File: config.mk
export PLATFORM = sky130hd
export DESIGN_NAME = scb_cdb_clear_arbiter
export DESIGN_NICKNAME = d
export VERILOG_FILES = /design/src/rtl/scb_cdb_clear_arbiter.sv
export SDC_FILE = /design/constraint.sdc
export NUM_CORES = 1
export LEC_CHECK = 0
export CORE_UTILIZATION = 45
export CTS_BUF_LIST = sky130_fd_sc_hd__clkbuf_8
export DETAILED_ROUTE_END_ITERATION = 8
export DONT_BUFFER_PORTS = 1
export GPL_ROUTABILITY_DRIVEN = 0
export PLACE_DENSITY = 0.57
export SYNTH_ARGS = -nofsm -noshare
export SYNTH_HDL_FRONTEND = slang
export SYNTH_SLANG_ARGS = --single-unit
File: constraint.sdc
create_clock -name clk -period 4.83 [get_ports clk]
set_clock_uncertainty 0.15 [all_clocks]
set_input_delay 0.7245 -clock clk [delete_from_list [all_inputs] [get_ports clk]]
set_output_delay 0.7245 -clock clk [all_outputs]
set_load 0.005 [all_outputs]
File: src/rtl/scb_cdb_clear_arbiter.sv
// Collects ALU/MEM regwrite-completion tokens into per-source FIFOs and round-robins them onto the shared scoreboard CDB clear port.
// Optional feature: define SCB_CLEAR_BYPASS_EN to let a winning token into an empty FIFO skip straight to the output register.
module scb_cdb_clear_arbiter #(
  parameter int unsigned NUM_WARPS       = 8,
  parameter int unsigned NUM_ENTRIES     = 4,
  parameter int unsigned FIFO_DEPTH      = 4,
  parameter int unsigned LOG_NUM_WARPS   = $clog2(NUM_WARPS),
  parameter int unsigned LOG_NUM_ENTRIES = $clog2(NUM_ENTRIES)
) (
  input  logic                       clk,
  input  logic                       rst,
  input  logic                       alu_valid,
  output logic                       alu_ready,
  input  logic [LOG_NUM_WARPS-1:0]   alu_WarpID,
  input  logic [LOG_NUM_ENTRIES-1:0] alu_ScbID,
  input  logic                       mem_valid,
  output logic                       mem_ready,
  input  logic [LOG_NUM_WARPS-1:0]   mem_WarpID,
  input  logic [LOG_NUM_ENTRIES-1:0] mem_ScbID,
  output logic [LOG_NUM_ENTRIES-1:0] ScbID_CDB_Scb,
  output logic [NUM_WARPS-1:0]       ScbID_valid_CDB_Scb,
  output logic                       busy
);

  localparam int unsigned NSRC  = 2;
  localparam int unsigned PTR_W = $clog2(FIFO_DEPTH);
  localparam int unsigned CNT_W = PTR_W + 1;
  localparam int unsigned TOK_W = LOG_NUM_WARPS + LOG_NUM_ENTRIES;

  // Source 0 is ALU, source 1 is MEM; a token is {WarpID, ScbID}.
  logic [TOK_W-1:0]           fifo_q   [NSRC][FIFO_DEPTH];
  logic [TOK_W-1:0]           fifo_d   [NSRC][FIFO_DEPTH];
  logic [PTR_W-1:0]           wr_ptr_q [NSRC];
  logic [PTR_W-1:0]           wr_ptr_d [NSRC];
  logic [PTR_W-1:0]           rd_ptr_q [NSRC];
  logic [PTR_W-1:0]           rd_ptr_d [NSRC];
  logic [CNT_W-1:0]           cnt_q    [NSRC];
  logic [CNT_W-1:0]           cnt_d    [NSRC];
  logic                       rr_q, rr_d;
  logic [LOG_NUM_ENTRIES-1:0] scb_id_q, scb_id_d;
  logic [NUM_WARPS-1:0]       clr_vld_q, clr_vld_d;

  logic [TOK_W-1:0] tok_in_c [NSRC];
  logic [TOK_W-1:0] head_c   [NSRC];
  logic [TOK_W-1:0] win_tok_c;
  logic [NSRC-1:0]  in_vld_c, ready_c, empty_c, push_c, req_c, gnt_c, byp_c, pop_c, wr_c;

  assign tok_in_c[0] = {alu_WarpID, alu_ScbID};
  assign tok_in_c[1] = {mem_WarpID, mem_ScbID};
  assign in_vld_c    = {mem_valid, alu_valid};

  // FIFO bookkeeping, round-robin grant and output register next-state.
  always_comb begin
    fifo_d    = fifo_q;
    wr_ptr_d  = wr_ptr_q;
    rd_ptr_d  = rd_ptr_q;
    cnt_d     = cnt_q;
    rr_d      = rr_q;
    scb_id_d  = scb_id_q;
    clr_vld_d = '0;
    ready_c   = '0;
    empty_c   = '0;
    push_c    = '0;
    req_c     = '0;
    gnt_c     = '0;
    byp_c     = '0;
    pop_c     = '0;
    wr_c      = '0;
    win_tok_c = '0;
    head_c[0] = '0;
    head_c[1] = '0;

    for (int s = 0; s < NSRC; s++) begin
      ready_c[s] = (cnt_q[s] != CNT_W'(FIFO_DEPTH));
      empty_c[s] = (cnt_q[s] == '0);
      push_c[s]  = in_vld_c[s] & ready_c[s];
`ifdef SCB_CLEAR_BYPASS_EN
      req_c[s]   = ~empty_c[s] | push_c[s];
      head_c[s]  = empty_c[s] ? tok_in_c[s] : fifo_q[s][rd_ptr_q[s]];
`else
      req_c[s]   = ~empty_c[s];
      head_c[s]  = fifo_q[s][rd_ptr_q[s]];
`endif
    end

    // rr_q == 0 favours ALU when both sources request.
    if (&req_c) gnt_c = rr_q ? 2'b10 : 2'b01;
    else        gnt_c = req_c;

    for (int s = 0; s < NSRC; s++) begin
      byp_c[s] = gnt_c[s] & empty_c[s];
      pop_c[s] = gnt_c[s] & ~empty_c[s];
      wr_c[s]  = push_c[s] & ~byp_c[s];
      if (wr_c[s]) begin
        fifo_d[s][wr_ptr_q[s]] = tok_in_c[s];
        wr_ptr_d[s]            = wr_ptr_q[s] + PTR_W'(1);
      end
      if (pop_c[s]) rd_ptr_d[s] = rd_ptr_q[s] + PTR_W'(1);
      cnt_d[s] = cnt_q[s] + CNT_W'(wr_c[s]) - CNT_W'(pop_c[s]);
    end

    win_tok_c = gnt_c[1] ? head_c[1] : head_c[0];
    if (|gnt_c) begin
      rr_d      = gnt_c[0];
      scb_id_d  = win_tok_c[LOG_NUM_ENTRIES-1:0];
      clr_vld_d = NUM_WARPS'(1) << win_tok_c[TOK_W-1:LOG_NUM_ENTRIES];
    end
  end

  always_ff @(posedge clk or negedge rst) begin
    if (!rst) begin
      for (int s = 0; s < NSRC; s++) begin
        wr_ptr_q[s] <= '0;
        rd_ptr_q[s] <= '0;
        cnt_q[s]    <= '0;
        for (int i = 0; i < FIFO_DEPTH; i++) fifo_q[s][i] <= '0;
      end
      rr_q      <= 1'b0;
      scb_id_q  <= '0;
      clr_vld_q <= '0;
    end else begin
      fifo_q    <= fifo_d;
      wr_ptr_q  <= wr_ptr_d;
      rd_ptr_q  <= rd_ptr_d;
      cnt_q     <= cnt_d;
      rr_q      <= rr_d;
      scb_id_q  <= scb_id_d;
      clr_vld_q <= clr_vld_d;
    end
  end

  assign alu_ready           = ready_c[0];
  assign mem_ready           = ready_c[1];
  assign ScbID_CDB_Scb       = scb_id_q;
  assign ScbID_valid_CDB_Scb = clr_vld_q;
  assign busy                = ~empty_c[0] | ~empty_c[1] | (|clr_vld_q);

endmodule

* Word level (Yosys, flattened, before mapping)
Cells that the tools add are included.
Word-level totals: register bits 65
Operators by class: add/sub/neg operators 8, $lt $le $gt $ge 6, eq/ne operators 2, shift operators 1, multiplexer cells 16, bitwise logic cells 18, reductions and logical operators 7
Operator list (count):
- bitwise mux 20 bit | 2
- two-way mux 5 bit | 7
- binary-select mux 5 bit (select 2 bit) | 2
- demux 5 bit (select 2 bit) | 2
- greater-or-equal comparator 3 bit, second input constant | 4
- NOT 2 -> 3 bit | 4
- adder 2 x 1 -> 2 bit, second input constant | 4
- AND 1 bit | 8
- two-way mux 8 bit | 1
- OR reduction 8 bit | 1
- << shifter 1 x 3 -> 8 bit, first input constant | 1
- adder 3 x 1 -> 3 bit | 2
- zero test 3 bit | 2
- < comparator 3 x 1 -> 1 bit, second input constant | 2
- != test 3 bit, second input constant | 2
- subtractor 3 x 1 -> 3 bit | 2
- two-way mux 2 bit | 2
- NOT 1 bit | 4
- logical AND 1 bit | 2
- bitwise OR 1 bit | 2
- AND reduction 2 bit | 1
- OR reduction 2 bit | 1

* Logic depth before layout (Yosys ltp)
depth after elaboration 9, depth in mapped cells 9

* Worst setup path after synthesis
No wires, ideal clock.
path type input to register, start point in mem_valid, end point reg cnt_q[2] (netlist name), arrival 2192 ps, setup slack 2362 ps, stages 8, cell sequence a21boi_2 -> inv_1 -> ha_1 -> inv_1 -> ha_1 -> fa_1 -> xor2_1 -> xnor2_1
RTL lines:
- start: declaration | line 16 | input logic mem_valid,
- end signal: assignment | line 125 | cnt_q <= cnt_d;
- end: declaration | line 37 | logic [CNT_W-1:0] cnt_q [NSRC];

==> results.py <==
metrics = {
    "global_routing": {
        "grt_antenna_before_repair": 0,
        "grt_max_degree": 66,
        "grt_util_all_layers_pct": 18.2,
        "via_count_of_the_first_global_routing_pass": 1820,
        "gr-total-overflow": 0,
        "global_route_wire_length_before_repair_mm": 9.38,
    },
    "timing": {
        "final-setup-viol-count": 0,
        "total_count_of_hold_check_failures_in_the_final_report": 0,
        "worst-slew-pin-transition_ps": 681,
        "unrepaired_setup_endpoints_after_global_routing": "no",
        "timing.final.max_slew_violations": 0,
        "worst_slack_ps": 2210,
        "relative_slew_margins_pct": 54.2,
        "period_share_pct": 54.2,
        "max_freq_ghz": 0.382,
        "timing.final.crit_period_ps": 2620,
        "finalSetupTns_ps": 0,
    },
    "drt": {
        "vias_per_cell": 5.51,
        "ant_nets": 0,
        "drt-total-wl_mm": 5.60,
        "drcViolationCount": 6,
        "first_pass_iters": 6,
        "dr_total_vias": 1642,
        "wl_per_cell_um": 18.8,
        "drt_iter0_drc": 76,
    },
    "yosys": {
        "synth_cell_type_count": 31,
        "synth_area_leader_cell": "sky130_fd_sc_hd__dfrtp_1",
        "synth_cells": 208,
        "yosysTopAreaCellShare_pct": 53.9,
        "synth.top_cells.by_area": "sky130_fd_sc_hd__dfrtp_1 (54%), sky130_fd_sc_hd__mux2_1 (15%), sky130_fd_sc_hd__mux4_2 (7.5%)",
        "synth.yosys.warnings": 0,
        "mean_instance_size_in_the_synthesized_netlist_um2": 14.5,
        "synth.yosys.seq_area_share_pct": 53.9,
        "syn_area_mm2": 0.00302,
        "synth_nets": 236,
        "yosys_register_bits": 65,
    },
    "floorplan": {
        "die_area_mm2": 0.00704,
        "core.rowCount": 29,
        "die_height_um": 83.9,
        "die-width_um": 83.9,
        "core-area_mm2": 0.00642,
        "start_util_pct": 47.0,
        "floorplan.io_pins": 27,
    },
    "setup_path": {
        "timing.critical_path.required_ps": 4910,
        "timing.critical_path.to_type": "flop",
        "r2r_cells": 9,
        "critical_path.max_fanout": 9,
        "arrival_ps": 2690,
        "timing.critical_path.from_type": "flop",
        "worst-setup-path-type": "flop to flop",
    },
    "finish": {
        "final_layout_size_suffix_gt1_share_pct": 16.7,
        "layout.cells.non_filler": 298,
        "insertedDiodeCount": 0,
        "fin_nets": 244,
        "fillerInstances": 540,
        "finalInstanceArea_mm2": 0.00332,
        "area_growth_syn_to_layout_pct": 10.0,
        "final_util_pct": 51.7,
    },
    "placed_design": {
        "numPortBuffers": 0,
        "dpl.cell_count": 281,
        "placed_area_mm2": 0.00308,
        "hpwl_dp_mm": 3.98,
        "pre_cts_ws_ps": 2200,
    },
    "power_and_ir_drop": {
        "ir_drop_mv": 0.276,
        "static-leakage-power_uw": 0.00146,
        "p_clk_share_pct": 18.5,
        "power.sequential.fraction_pct": 40.3,
        "power.share.switching_pct": 36.8,
        "power.share.combinational_pct": 41.2,
        "cellPowerDensity_mw_per_mm2": 778,
        "power.internal_uw": 1630,
        "total_switching_power_uw": 950,
    },
    "clocking": {
        "path_clk_slew_ps": 70,
        "cts.path.max_buffers": 2,
        "postCtsSetupBuffers": 0,
        "cts_sinks": 65,
        "cts.htree.levels": 3,
        "tritoncts": "built",
        "ctsRootBufferMaster": "sky130_fd_sc_hd__clkbuf_8",
        "cts_buffers": 9,
        "clock_insertion_delay_worst_skew_ps": 340,
    },
    "run_status": {
        "status": "complete, but fails checks",
        "failed_checks": "DRC",
    },
    "job": {
        "maxCapViolations": 0,
    },
    "worst_hold_path": {
        "hold_class": "primary input to async pin",
    },
}
## sequential cells by signal (all words and copies together), names as in the netlist
name / count
rr_q: 1
wr_ptr_q: 4
ScbID_CDB_Scb: 2
rd_ptr_q: 4
ScbID_valid_CDB_Scb: 8
fifo_q: 40
cnt_q: 6
## through the flow
stage               power [µW]  hold WS, ps
global placement          2020          280
detailed placement        2110          280
floorplan                 1850          279
CTS                       2600          117
finish                    2580         82.8
global route              2770          104
## area by class of cell
class / count / area [µm²] / area share [%]
inverter: 14 / 52.6 / 1.58
timing repair buffer: 1 / 27.5 / 0.830
tap: 77 / 96.3 / 2.90
clock buffer: 12 / 165 / 4.98
clock inverter: 4 / 42.5 / 1.28
sequential: 65 / 1630 / 49.0
multi-input combinational: 125 / 1310 / 39.4
## cell families (layout without fill, tap and decap cells)
family | Yosys count | count (layout) | share of synthesized area (%)
AOI/OAI and AO/OA | 13 | 13 | 3.98
muxes | 56 | 56 | 24.5
DFF | 65 | 65 | 53.9
buffers and inverters | 18 | 31 | 2.74
and+or+nand+nor | 32 | 32 | 5.68
adders and majority gates | 14 | 14 | 6.30
xor gates and xnor gates | 10 | 10 | 2.90
## worst max-delay path: stages, from the launching register on
cell and delay, ps:
sky130_fd_sc_hd__dfrtp_1 450, sky130_fd_sc_hd__or3_4 440, sky130_fd_sc_hd__o21ai_4 150, sky130_fd_sc_hd__inv_2 90, sky130_fd_sc_hd__ha_1 290, sky130_fd_sc_hd__inv_1 40, sky130_fd_sc_hd__ha_1 190, sky130_fd_sc_hd__fa_1 390
sky130_fd_sc_hd__xor2_1 190, sky130_fd_sc_hd__xnor2_1 130
## Yosys cell counts
master	count
sky130_fd_sc_hd__dfrtp_1	65
sky130_fd_sc_hd__mux2_1	40
sky130_fd_sc_hd__nand2_1	14
sky130_fd_sc_hd__inv_1	13
sky130_fd_sc_hd__ha_1	12
sky130_fd_sc_hd__mux4_2	10
sky130_fd_sc_hd__xnor2_1	8
sky130_fd_sc_hd__nor3_1	7
sky130_fd_sc_hd__mux2i_1	4
sky130_fd_sc_hd__a21oi_1	3
sky130_fd_sc_hd__nor2_1	3
sky130_fd_sc_hd__a21boi_2	2
sky130_fd_sc_hd__buf_6	2
sky130_fd_sc_hd__fa_1	2
sky130_fd_sc_hd__mux2_2	2
sky130_fd_sc_hd__nor3_2	2
sky130_fd_sc_hd__nor4_1	2
sky130_fd_sc_hd__o21ai_0	2
sky130_fd_sc_hd__o32ai_1	2
sky130_fd_sc_hd__xor2_1	2
sky130_fd_sc_hd__a21oi_2	1
sky130_fd_sc_hd__a22oi_1	1
sky130_fd_sc_hd__buf_1	1
sky130_fd_sc_hd__clkbuf_1	1
sky130_fd_sc_hd__inv_2	1
sky130_fd_sc_hd__nand4_1	1
sky130_fd_sc_hd__nor3_4	1
sky130_fd_sc_hd__o21ai_4	1
sky130_fd_sc_hd__o32a_4	1
sky130_fd_sc_hd__or3_1	1
sky130_fd_sc_hd__or3_4	1
## path summary, 6_finish.rpt
kind,startpoint,endpoint,slack (ps)
setup / recovery,cnt_q[2]$_DFF_PN0_,cnt_q[2]$_DFF_PN0_,2210
hold / removal,rst,wr_ptr_q[0]$_DFFE_PN0P_,80
setup reg to reg,cnt_q[2]$_DFF_PN0_,cnt_q[2]$_DFF_PN0_,2210
hold reg to reg,fifo_q[27]$_DFFE_PN0P_,fifo_q[27]$_DFFE_PN0P_,340
max in group asynchronous,rst,fifo_q[39]$_DFFE_PN0P_,4150
min in group clk,fifo_q[27]$_DFFE_PN0P_,fifo_q[27]$_DFFE_PN0P_,340
## routing by layer
| layer | track usage, % | wire, µm |
|---|---|---|
| met1 | 23.5 | 2580 |
| met2 | 28.4 | 2690 |
| met3 | 5.84 | 245 |
| met4 | 7.84 | 80 |
| met5 | 0 | 0 |
## cells in the final DEF, fill, tap and decap left out, types with 2 or more instances in the layout
cell type / n
sky130_fd_sc_hd__xor2_1: 2
sky130_fd_sc_hd__o21ai_0: 2
sky130_fd_sc_hd__a21boi_2: 2
sky130_fd_sc_hd__nor3_1: 7
sky130_fd_sc_hd__fa_1: 2
sky130_fd_sc_hd__ha_1: 12
sky130_fd_sc_hd__o32ai_1: 2
sky130_fd_sc_hd__mux2_2: 2
sky130_fd_sc_hd__a21oi_1: 3
sky130_fd_sc_hd__inv_1: 15
sky130_fd_sc_hd__nor2_1: 3
sky130_fd_sc_hd__nor4_1: 2
sky130_fd_sc_hd__mux4_2: 10
sky130_fd_sc_hd__clkbuf_8: 12
sky130_fd_sc_hd__nor3_2: 2
sky130_fd_sc_hd__dfrtp_1: 65
sky130_fd_sc_hd__nand2_1: 14
sky130_fd_sc_hd__mux2i_1: 4
sky130_fd_sc_hd__xnor2_1: 8
sky130_fd_sc_hd__mux2_1: 40
## timing repair
item | 4_1_cts | 5_1_grt
hold buffers | 1 | 0
hold endpoints to repair | 65 | 0
gates resized for setup | 0 | 0
## power groups by stage
stage | Sequential, µW | Clock [µW] | Combinational [µW]
floorplan | 951 | 0 | 903
finish | 1040 | 478 | 1060
detailed placement | 1060 | 0 | 1050
CTS | 1050 | 482 | 1070
global route | 1080 | 513 | 1170
global placement | 1030 | 0 | 992
Note: power is estimated with default switching activity, not from simulation.
